==> src/rtl/triple_decoder.sv <==
// Recovers roots a, b from a term set (x = a^2 - b^2, y = 2ab, z = a^2 + b^2)
// using two parallel restoring square-root engines, then re-checks the set.
module triple_decoder #(
  parameter int W = 32
) (
  input  logic           clk,
  input  logic           rst,
  input  logic           in_valid,
  output logic           in_ready,
  input  logic [W-1:0]   in_x,
  input  logic [W-1:0]   in_y,
  input  logic [W-1:0]   in_z,
  output logic           out_valid,
  input  logic           out_ready,
  output logic [W/2-1:0] out_a,
  output logic [W/2-1:0] out_b,
  output logic           out_exact
);

  localparam int RW = W / 2;

  typedef enum logic [2:0] {
    S_IDLE  = 3'd0,
    S_PREP  = 3'd1,
    S_ROOT  = 3'd2,
    S_CHECK = 3'd3,
    S_DONE  = 3'd4
  } state_t;

  state_t          state_q, state_d;
  logic [W-1:0]    x_q, x_d, y_q, y_d, z_q, z_d;
  logic [W-1:0]    rad_a_q, rad_a_d, rad_b_q, rad_b_d;
  logic [RW+1:0]   rem_a_q, rem_a_d, rem_b_q, rem_b_d;
  logic [RW-1:0]   root_a_q, root_a_d, root_b_q, root_b_d;
  logic [3:0]      cnt_q, cnt_d;
  logic            odd_q, odd_d, neg_q, neg_d;
  logic            in_ready_q, in_ready_d;
  logic            out_valid_q, out_valid_d;
  logic [RW-1:0]   out_a_q, out_a_d, out_b_q, out_b_d;
  logic            out_exact_q, out_exact_d;
  logic [W:0]      sum_s;
  logic [W-1:0]    prod_s;

  // One restoring step: bring down two radicand bits, try subtracting (4*root + 1).
  function automatic logic [2*RW+1:0] sqrt_step(input logic [RW+1:0] rem,
                                                input logic [RW-1:0] root,
                                                input logic [1:0]    pair);
    logic [RW+1:0] sh;
    logic [RW+1:0] trial;
    logic [2*RW+1:0] res;
    sh    = {rem[RW-1:0], pair};
    trial = {root, 2'b01};
    if (sh >= trial) begin
      res = {sh - trial, root[RW-2:0], 1'b1};
    end else begin
      res = {sh, root[RW-2:0], 1'b0};
    end
    return res;
  endfunction

  // Next-state and datapath logic.
  always_comb begin
    state_d     = state_q;
    x_d         = x_q;
    y_d         = y_q;
    z_d         = z_q;
    rad_a_d     = rad_a_q;
    rad_b_d     = rad_b_q;
    rem_a_d     = rem_a_q;
    rem_b_d     = rem_b_q;
    root_a_d    = root_a_q;
    root_b_d    = root_b_q;
    cnt_d       = cnt_q;
    odd_d       = odd_q;
    neg_d       = neg_q;
    out_a_d     = out_a_q;
    out_b_d     = out_b_q;
    out_exact_d = out_exact_q;
    sum_s       = {1'b0, z_q} + {1'b0, x_q};
    prod_s      = {{RW{1'b0}}, root_a_q} * {{RW{1'b0}}, root_b_q};

    case (state_q)
      S_IDLE: begin
        if (in_valid) begin
          x_d     = in_x;
          y_d     = in_y;
          z_d     = in_z;
          state_d = S_PREP;
        end else begin
          state_d = S_IDLE;
        end
      end
      S_PREP: begin
        rad_a_d = sum_s[W:1];
        odd_d   = sum_s[0];
        if (z_q >= x_q) begin
          rad_b_d = (z_q - x_q) >> 1;
          neg_d   = 1'b0;
        end else begin
          rad_b_d = {W{1'b0}};
          neg_d   = 1'b1;
        end
        rem_a_d  = {(RW+2){1'b0}};
        rem_b_d  = {(RW+2){1'b0}};
        root_a_d = {RW{1'b0}};
        root_b_d = {RW{1'b0}};
        cnt_d    = 4'd15;
        state_d  = S_ROOT;
      end
      S_ROOT: begin
        {rem_a_d, root_a_d} = sqrt_step(rem_a_q, root_a_q, rad_a_q[W-1:W-2]);
        {rem_b_d, root_b_d} = sqrt_step(rem_b_q, root_b_q, rad_b_q[W-1:W-2]);
        rad_a_d = rad_a_q << 2;
        rad_b_d = rad_b_q << 2;
        if (cnt_q == 4'd0) begin
          state_d = S_CHECK;
        end else begin
          cnt_d   = cnt_q - 4'd1;
        end
      end
      S_CHECK: begin
        out_a_d = root_a_q;
        out_b_d = root_b_q;
        // A zero final remainder is exactly root*root == radicand.
        out_exact_d = !odd_q && !neg_q &&
                      (rem_a_q == {(RW+2){1'b0}}) && (rem_b_q == {(RW+2){1'b0}}) &&
                      ({prod_s[W-2:0], 1'b0} == y_q);
        state_d = S_DONE;
      end
      S_DONE: begin
        if (out_ready) begin
          state_d = S_IDLE;
        end else begin
          state_d = S_DONE;
        end
      end
      default: begin
        state_d = S_IDLE;
      end
    endcase

    out_valid_d = (state_d == S_DONE);
    in_ready_d  = (state_d == S_IDLE);
  end

  // State and output registers with synchronous reset.
  always_ff @(posedge clk) begin
    if (rst) begin
      state_q     <= S_IDLE;
      x_q         <= {W{1'b0}};
      y_q         <= {W{1'b0}};
      z_q         <= {W{1'b0}};
      rad_a_q     <= {W{1'b0}};
      rad_b_q     <= {W{1'b0}};
      rem_a_q     <= {(RW+2){1'b0}};
      rem_b_q     <= {(RW+2){1'b0}};
      root_a_q    <= {RW{1'b0}};
      root_b_q    <= {RW{1'b0}};
      cnt_q       <= 4'd0;
      odd_q       <= 1'b0;
      neg_q       <= 1'b0;
      in_ready_q  <= 1'b1;
      out_valid_q <= 1'b0;
      out_a_q     <= {RW{1'b0}};
      out_b_q     <= {RW{1'b0}};
      out_exact_q <= 1'b0;
    end else begin
      state_q     <= state_d;
      x_q         <= x_d;
      y_q         <= y_d;
      z_q         <= z_d;
      rad_a_q     <= rad_a_d;
      rad_b_q     <= rad_b_d;
      rem_a_q     <= rem_a_d;
      rem_b_q     <= rem_b_d;
      root_a_q    <= root_a_d;
      root_b_q    <= root_b_d;
      cnt_q       <= cnt_d;
      odd_q       <= odd_d;
      neg_q       <= neg_d;
      in_ready_q  <= in_ready_d;
      out_valid_q <= out_valid_d;
      out_a_q     <= out_a_d;
      out_b_q     <= out_b_d;
      out_exact_q <= out_exact_d;
    end
  end

  assign in_ready  = in_ready_q;
  assign out_valid = out_valid_q;
  assign out_a     = out_a_q;
  assign out_b     = out_b_q;
  assign out_exact = out_exact_q;

endmodule
==> config.mk <==
export PLATFORM = sky130hd
export DESIGN_NAME = triple_decoder
export DESIGN_NICKNAME = d
export VERILOG_FILES = /design/src/rtl/triple_decoder.sv
export SDC_FILE = /design/constraint.sdc
export NUM_CORES = 1
export LEC_CHECK = 0
export BUFFER_PORTS_ARGS = -buffer_cell sky130_fd_sc_hd__buf_2
export CAP_MARGIN = 10
export CORE_AREA = 2 2 211 234
export CTS_BUF_LIST = sky130_fd_sc_hd__clkbuf_2
export DETAILED_ROUTE_END_ITERATION = 10
export DIE_AREA = 0 0 213 236
export PLACE_DENSITY = 0.67
export SYNTH_ARGS = -nofsm -noshare
export SYNTH_HDL_FRONTEND = slang
export SYNTH_SLANG_ARGS = --single-unit
==> constraint.sdc <==
create_clock -name clk -period 13.1 [get_ports clk]
set_input_delay 1.965 -clock clk [delete_from_list [all_inputs] [get_ports clk]]
set_output_delay 1.965 -clock clk [all_outputs]
set_load 0.02 [all_outputs]
==> results of run 1 <==
[report_power, final]
group,switching [mW],internal [mW]
sequential,0.111,0.921
combinational,1.31,0.996
clock,0.392,0.254
[how the worst min path moves through the flow]
stage	startpoint	endpoint	slack [ns]	cells after the start
finish	rad_b_q[6]$_SDFFE_PP0P_	rad_b_q[8]$_SDFFE_PP0P_	0.42	2
global route	out_b[5]$_SDFFE_PP0N_	out_b[5]$_SDFFE_PP0N_	0.47	2
CTS	rad_b_q[6]$_SDFFE_PP0P_	rad_b_q[8]$_SDFFE_PP0P_	0.42	2
detailed placement	out_b[5]$_SDFFE_PP0N_	out_b[5]$_SDFFE_PP0N_	0.44	2
global placement	out_a[4]$_SDFFE_PP0N_	out_a[4]$_SDFFE_PP0N_	0.44	2
floorplan	y_q[0]$_SDFFE_PP0P_	y_q[0]$_SDFFE_PP0P_	0.44	2
[layout make-up]
cell class | count | area (sq um)
inverter | 310 | 1160
sequential | 272 | 5450
clock inverter | 28 | 184
antenna | 6 | 15.0
multi-input combinational | 2203 | 16400
timing repair buffer | 151 | 807
fill | 4742 | 22900
tap | 652 | 816
clock buffer | 101 | 505
[kinds of logic after synthesis]
kind of cell,share of synthesized area (%)
AOI/OAI and AO/OA,18.5
muxes,1.39
xor gates and xnor gates,4.63
and+or+nand+nor,17.4
adders and majority gates,27.2
DFF,23.0
buffers and inverters,7.93
[flip-flops by register name, indices dropped and copies added, names as in the netlist, 18 cells and up]
name,cells
rad_a_q,32
z_q,32
y_q,32
rad_b_q,32
x_q,32
rem_b_q,18
rem_a_q,18
[synth_stat cells (21+ instances only)]
cell,count
dfxtp_1,272
clkbuf_1,145
nor4_1,23
nand3_1,23
inv_1,299
o21bai_1,21
xor2_1,41
nor3_1,44
nor2_1,254
fa_1,195
nand4_1,25
ha_1,201
a21o_1,33
xnor2_1,84
nand2_1,533
a31oi_1,24
a22oi_1,78
a222oi_1,26
o21ai_0,66
a21oi_1,269
[routing by layer]
metal	vias to the layer above	track usage (%)
li1	10100	-
met1	10100	35.1
met2	635	50.2
met3	173	5.13
met4	0	15.4
met5	-	0
[through the flow]
stage	area [sq um]	cells	power, mW
2_1_floorplan	23600	2960	2.82
3_3_place_gp	24600	3588	3.29
3_5_place_dp	24600	3588	3.33
4_1_cts	25300	3717	3.99
5_1_grt	25300	3723	4.28
6_report	25300	3723	3.99
[worst reg2reg max path: cells and delay by family (launching register included)]
family                     cells  cell delay (ns)
AOI/OAI and AO/OA              4             1.15
DFF                            1             0.89
adders and majority gates      7             3.56
xor gates and xnor gates       1             0.47
and+or+nand+nor                5             0.96
buffers and inverters          1             0.05
==> summary.md, run 1 <==
| Metric | Value |
|---|---|
| Status | `finished clean` |
| Synth Register Bits | `272` |
| R2R Path End | `out_exact$_SDFFE_PP0N_` |
| First-pass GRT wire length | `116000 um` |
| WL met3 | `3690 um` |
| GRT Residual Overflow | `0` |
| Clock period minus worst slack | `7.25 ns` |
| Post-CTS Hold Fix Bufs | `0` |
| CTS resizes | `0` |
| RSZ-0062 raised after global routing | `false` |
| Synth warn | `0` |
| Share of cells above drive strength 1 | `9.82%` |
| CP max-delay cell | `dfxtp_1` |
| Leakage | `10.5 nW` |
| CTS clk-pin slew, worst paths | `0.10 ns` |
| Die H | `236 um` |
| Max-cap violations | `0` |
| Area Growth Syn to Fin | `6.98%` |
| Worst setup EP type | `flop` |
| Final TNS setup | `0 ns` |
| Residual DRC | `0` |
| Total Routing Usage GR | `29.4%` |
| Worst setup path startpoint | `root_a_q[4]$_SDFFE_PP0P_` |
| Routed Antenna Nets | `0` |
| Slew at the pin with the worst max-slew slack | `1.03 ns` |
| Setup Viol. Count Final | `0` |
| Vias after detailed routing | `21000` |
| Drt first-iter violations | `1447` |
| Detailed placer's ending HPWL | `55100 um` |
| Syn nets | `3456` |
| Syn Area/Cell | `7.99 sq um` |
| Root buf cell | `clkbuf_2` |
| Vias in the first global route | `21500` |
| Worst Skew | `0.175 ns` |
| Worst-Skew Late Latency | `1.18 ns` |
| Maximum achievable frequency | `138 MHz` |
| Routed length per placed instance | `19.2 um` |
| Clock Sinks | `272` |
| Critical path launch point type | `flop` |
| Clock buffer depth | `3` |
| VDD IR max | `0.258 mV` |
| Avg Vias per Cell | `5.64` |
| Worst setup margin | `5.85 ns` |
| Worst path max stage delay | `0.89 ns` |
| FF-to-FF path depth | `18` |
| Crit share post-route | `55.3%` |
| WP data arrival | `8.21 ns` |
| Worst Path Required | `14.06 ns` |
| CORE AREA | `48200 sq um` |
| Async SR Flop Fraction | `0%` |
| Effective utilization at floorplan | `49.1%` |
| Min-Delay Path Class | `reg2reg` |
| TritonCTS clock tree | `yes` |
| Worst setup path class | `reg2reg` |
| DP Worst Slack | `5.94 ns` |
| Std-Cell Rows | `85` |
| Met2 WL | `35100 um` |
| Power per cell area | `158 nW/um^2` |
| Synth area leaders | `dfxtp_1, fa_1, ha_1, nand2_1, a21oi_1` |
| Max-slew headroom | `31.3%` |
| Fin. max-slew vios | `0` |
| # Post-CTS Setup Buffers | `0` |
| Critical-path maximum fanout | `18` |
| Commonest non-fill, non-tap cell in the layout | `nand2_1` |
| Drt total wl | `71600 um` |
| Ys flop type | `dfxtp_1` |
| Largest net degree at the start of global routing | `101` |
| Synth unique cells | `88` |
| Register area share after synthesis | `23.0%` |
| Cell count after synthesis | `2960` |
| CP dominant cell by count | `fa_1` |
| Die area | `50300 sq um` |
| Most frequent cells in the layout | `nand2_1, inv_1, dfxtp_1, a21oi_1, nor2_1` |
| Worst-path cell chain | `nand2_1 > fa_1 > fa_1 > fa_1 > fa_1 > fa_1 > fa_1 > inv_1 > ha_1 > xor2_1 > nor3_1 > a311oi_1 > nand4_1 > a2111oi_0 > o2111ai_1 > nor4_1 > nand4_1 > o21ai_1` |
| Nets@finish | `3508` |
| I/O Buffers | `134` |
| CP endpoint | `out_exact$_SDFFE_PP0N_` |
| Max Used Layer | `met4` |
| Area leader, netlist | `dfxtp_1` |
| I/O pins | `135` |
| Reg2Reg Setup Slack | `5.85 ns` |
| Initial antenna violation count | `2` |
| Worst path depth | `18` |
| GP Congestion | `0.956` |
| Finished Core Util | `52.5%` |
| DIE WIDTH | `213 um` |
| Top delay family on crit path | `adder cells` |
| Critical path buffers and inverters | `1` |
| Syn Std Cell Area | `23600 sq um` |
| H-tree Lvls | `3` |
| Length of the first detailed-routing pass in iterations | `6` |
| Yosys top cell area share | `23.0%` |
| Metal-1 WL | `28800 um` |
| EDFF count, synth | `0` |
| Reg2reg start | `root_a_q[4]$_SDFFE_PP0P_` |
| Hold WS | `0.417 ns` |
| Final Hold Fails | `0` |
| Inserted Clock Buffers | `74` |
Power figures use the tool's default switching activity.
==> run 2: changes to the inputs <==
PLACE_DENSITY = 0.69   (was 0.67)
clock period = 6.4 ns   (was 13.1 ns; I/O delays follow)
==> summary.md, run 2 (synthesized netlist as in run 1, its figures left out) <==
| Metric | Value |
|---|---|
| Avg Vias per Cell | `5.58 (-1.1%)` |
| Finished Core Util | `56.4% (+3.9 points)` |
| Initial antenna violation count | `2 (unchanged)` |
| Std-Cell Rows | `85 (unchanged)` |
| Max-slew headroom | `30.7% (-0.52 points)` |
| Share of cells above drive strength 1 | `16.1% (+6.3 points)` |
| Clock period minus worst slack | `6.22 ns (-1.03 ns)` |
| Post-route insts no fill | `3899 (+4.7%)` |
| Critical path launch point type | `flop` |
| Post-Place Cell Area | `25900 sq um (+5.2%)` |
| WP data arrival | `7.26 ns (-0.95 ns)` |
| Worst setup EP type | `flop` |
| Worst Hold End | `x_q[31]$_SDFFE_PP0P_` |
| First-pass GRT wire length | `117000 um (+1.4%)` |
| CORE AREA | `48200 sq um (unchanged)` |
| Placed insts | `3739 (+4.2%)` |
| Power per cell area | `297 nW/um^2 (+88%)` |
| TritonCTS clock tree | `yes` |
| Largest net degree at the start of global routing | `103 (+2.0%)` |
| Area Growth Syn to Fin | `14.9%` |
| Final TNS setup | `0 ns (unchanged)` |
| DIE WIDTH | `213 um (unchanged)` |
| Clock Sinks | `272 (unchanged)` |
| GRT Residual Overflow | `0 (unchanged)` |
| FF-to-FF path depth | `23 (+5)` |
| Post-layout instance area | `27200 sq um (+7.4%)` |
| Inserted Clock Buffers | `74 (unchanged)` |
| CTS clk-pin slew, worst paths | `0.12 ns (+0.02 ns)` |
| Worst-Skew Late Latency | `1.12 ns (-0.06 ns)` |
| Hold Crit Depth | `3 (+1)` |
| Critical-path maximum fanout | `5 (-13)` |
| Die area | `50300 sq um (unchanged)` |
| Drt first-iter violations | `1599 (+11%)` |
| Worst Skew | `0.117 ns (-0.0586 ns)` |
| Die H | `236 um (unchanged)` |
| H-tree Lvls | `3 (unchanged)` |
| Total Routing Usage GR | `29.9% (+0.46 points)` |
| Fillers | `4579 (-3.4%)` |
| Max-cap violations | `0 (unchanged)` |
| Min-Delay Path Class | `in2reg` |
| R2R Path End | `out_exact$_SDFFE_PP0N_` |
| Maximum achievable frequency | `161 MHz (+17%)` |
| Status | `finished clean` |
| VDD IR max | `0.643 mV (+150%)` |
| Nets@finish | `3693 (+5.3%)` |
| Root buf cell | `clkbuf_2` |
| Detailed placer's ending HPWL | `57100 um (+3.5%)` |
| Hold path startpoint | `in_x[31]` |
| Setup Viol. Count Final | `0 (unchanged)` |
| Residual DRC | `0 (unchanged)` |
| Final Hold Fails | `0 (unchanged)` |
| Reg2reg start | `root_a_q[0]$_SDFFE_PP0P_` |
| Worst Path Required | `7.44 ns (-6.62 ns)` |
| Routed Antenna Nets | `0 (unchanged)` |
| Vias after detailed routing | `21800 (+3.6%)` |
| Drt total wl | `73300 um (+2.5%)` |
| GP Congestion | `0.949 (-0.73%)` |
| Slew at the pin with the worst max-slew slack | `1.04 ns (+0.00778 ns)` |
| Leakage | `11.4 nW (+9.1%)` |
| Most frequent cells in the layout | `nand2_1, inv_1, a21oi_1, nor2_1, dfxtp_1` |
| Clock buffer depth | `3 (unchanged)` |
| Length of the first detailed-routing pass in iterations | `8 (+2)` |
| I/O Buffers | `134 (unchanged)` |
| Worst setup path class | `reg2reg` |
| I/O pins | `135 (unchanged)` |
| Commonest non-fill, non-tap cell in the layout | `nand2_1` |
| Vias in the first global route | `22300 (+3.6%)` |
| Fin. max-slew vios | `0 (unchanged)` |
| Reg2Reg Setup Slack | `0.18 ns (-5.67 ns)` |
| Crit share post-route | `97.2% (+42 points)` |
| Routed length per placed instance | `18.8 um (-2.2%)` |
| Effective utilization at floorplan | `49.1% (unchanged)` |
==> run 2: repair_timing <==
| action | CTS | global route |
|---|---|---|
| buffers inserted | 0 | 5 |
| pin swaps | 0 | 37 |
| resized for setup | 8 | 82 |
| hold buffers | 30 | 0 |
| endpoints found under the setup margin | 1 | 1 |
| endpoints found under the hold margin | 30 | 0 |
==> run 2: how the worst max path moves through the flow <==
stage | start | endpoint | slack, ns | cells past startpoint
detailed placement | root_a_q[7]$_SDFFE_PP0P_ | out_exact$_SDFFE_PP0N_ | -0.08 | 21
CTS | root_b_q[6]$_SDFFE_PP0P_ | out_exact$_SDFFE_PP0N_ | 0.005 | 21
global route | root_b_q[15]$_SDFFE_PP0P_ | out_exact$_SDFFE_PP0N_ | -0.06 | 22
floorplan | root_b_q[6]$_SDFFE_PP0P_ | out_exact$_SDFFE_PP0N_ | 0.0009 | 23
finish | root_a_q[0]$_SDFFE_PP0P_ | out_exact$_SDFFE_PP0N_ | 0.18 | 23
global placement | root_a_q[7]$_SDFFE_PP0P_ | out_exact$_SDFFE_PP0N_ | -0.10 | 21
==> run 2: final cells by class <==
type	count	area, sq um	area share (%)
Sequential cell	272	5500	20.3
Antenna cell	3	7.51	0.0276
Inverter	310	1160	4.28
Clock inverter	22	150	0.553
Clock buffer	101	505	1.86
Multi-Input combinational cell	2203	16600	61.1
Timing Repair Buffer	336	2420	8.93
Tap cell	652	816	3.00
==> run 2: metrics by stage <==
stage / setup slack [ns] / hold WS, ns / power (mW)
6_report: 0.181 / 0.100 / 8.07
5_1_grt: -0.0582 / 0.0523 / 8.69
4_1_cts: 0.00495 / 0.000687 / 8.09
3_5_place_dp: -0.0793 / 0.445 / 6.75
3_3_place_gp: -0.102 / 0.440 / 6.64
2_1_floorplan: 0.000877 / 0.436 / 5.78
==> run 2: power breakdown <==
part           switching (mW)  internal (mW)
Combinational            2.64           2.05
Clock                   0.787          0.509
Sequential              0.205           1.88
==> run 2: metal layers <==
metal  GRT usage [%]  vias up  wire length, um
li1                -    10400                -
met1            33.8    10500            28600
met2            53.1      599            37200
met3            4.75      190             3270
met4            16.6        0             4230
met5               0        -                0
==> run 2: worst max-delay path, cell delays in order, from the launching register on <==
cell and delay (ns):
dfxtp_4 0.42, buf_4 0.12, buf_4 0.15, nand2_1 0.13
fa_1 0.53, inv_1 0.06, fa_1 0.50, ha_1 0.14
inv_1 0.04, fa_1 0.47, inv_1 0.04, ha_1 0.29
fa_1 0.50, ha_2 0.31, and2_1 0.17, a2111o_1 0.52
a21o_1 0.23, a21o_1 0.20, mux4_2 0.47, a31oi_1 0.18
nand3_1 0.11, nor4_2 0.29, nand4_1 0.11, o21ai_1 0.13
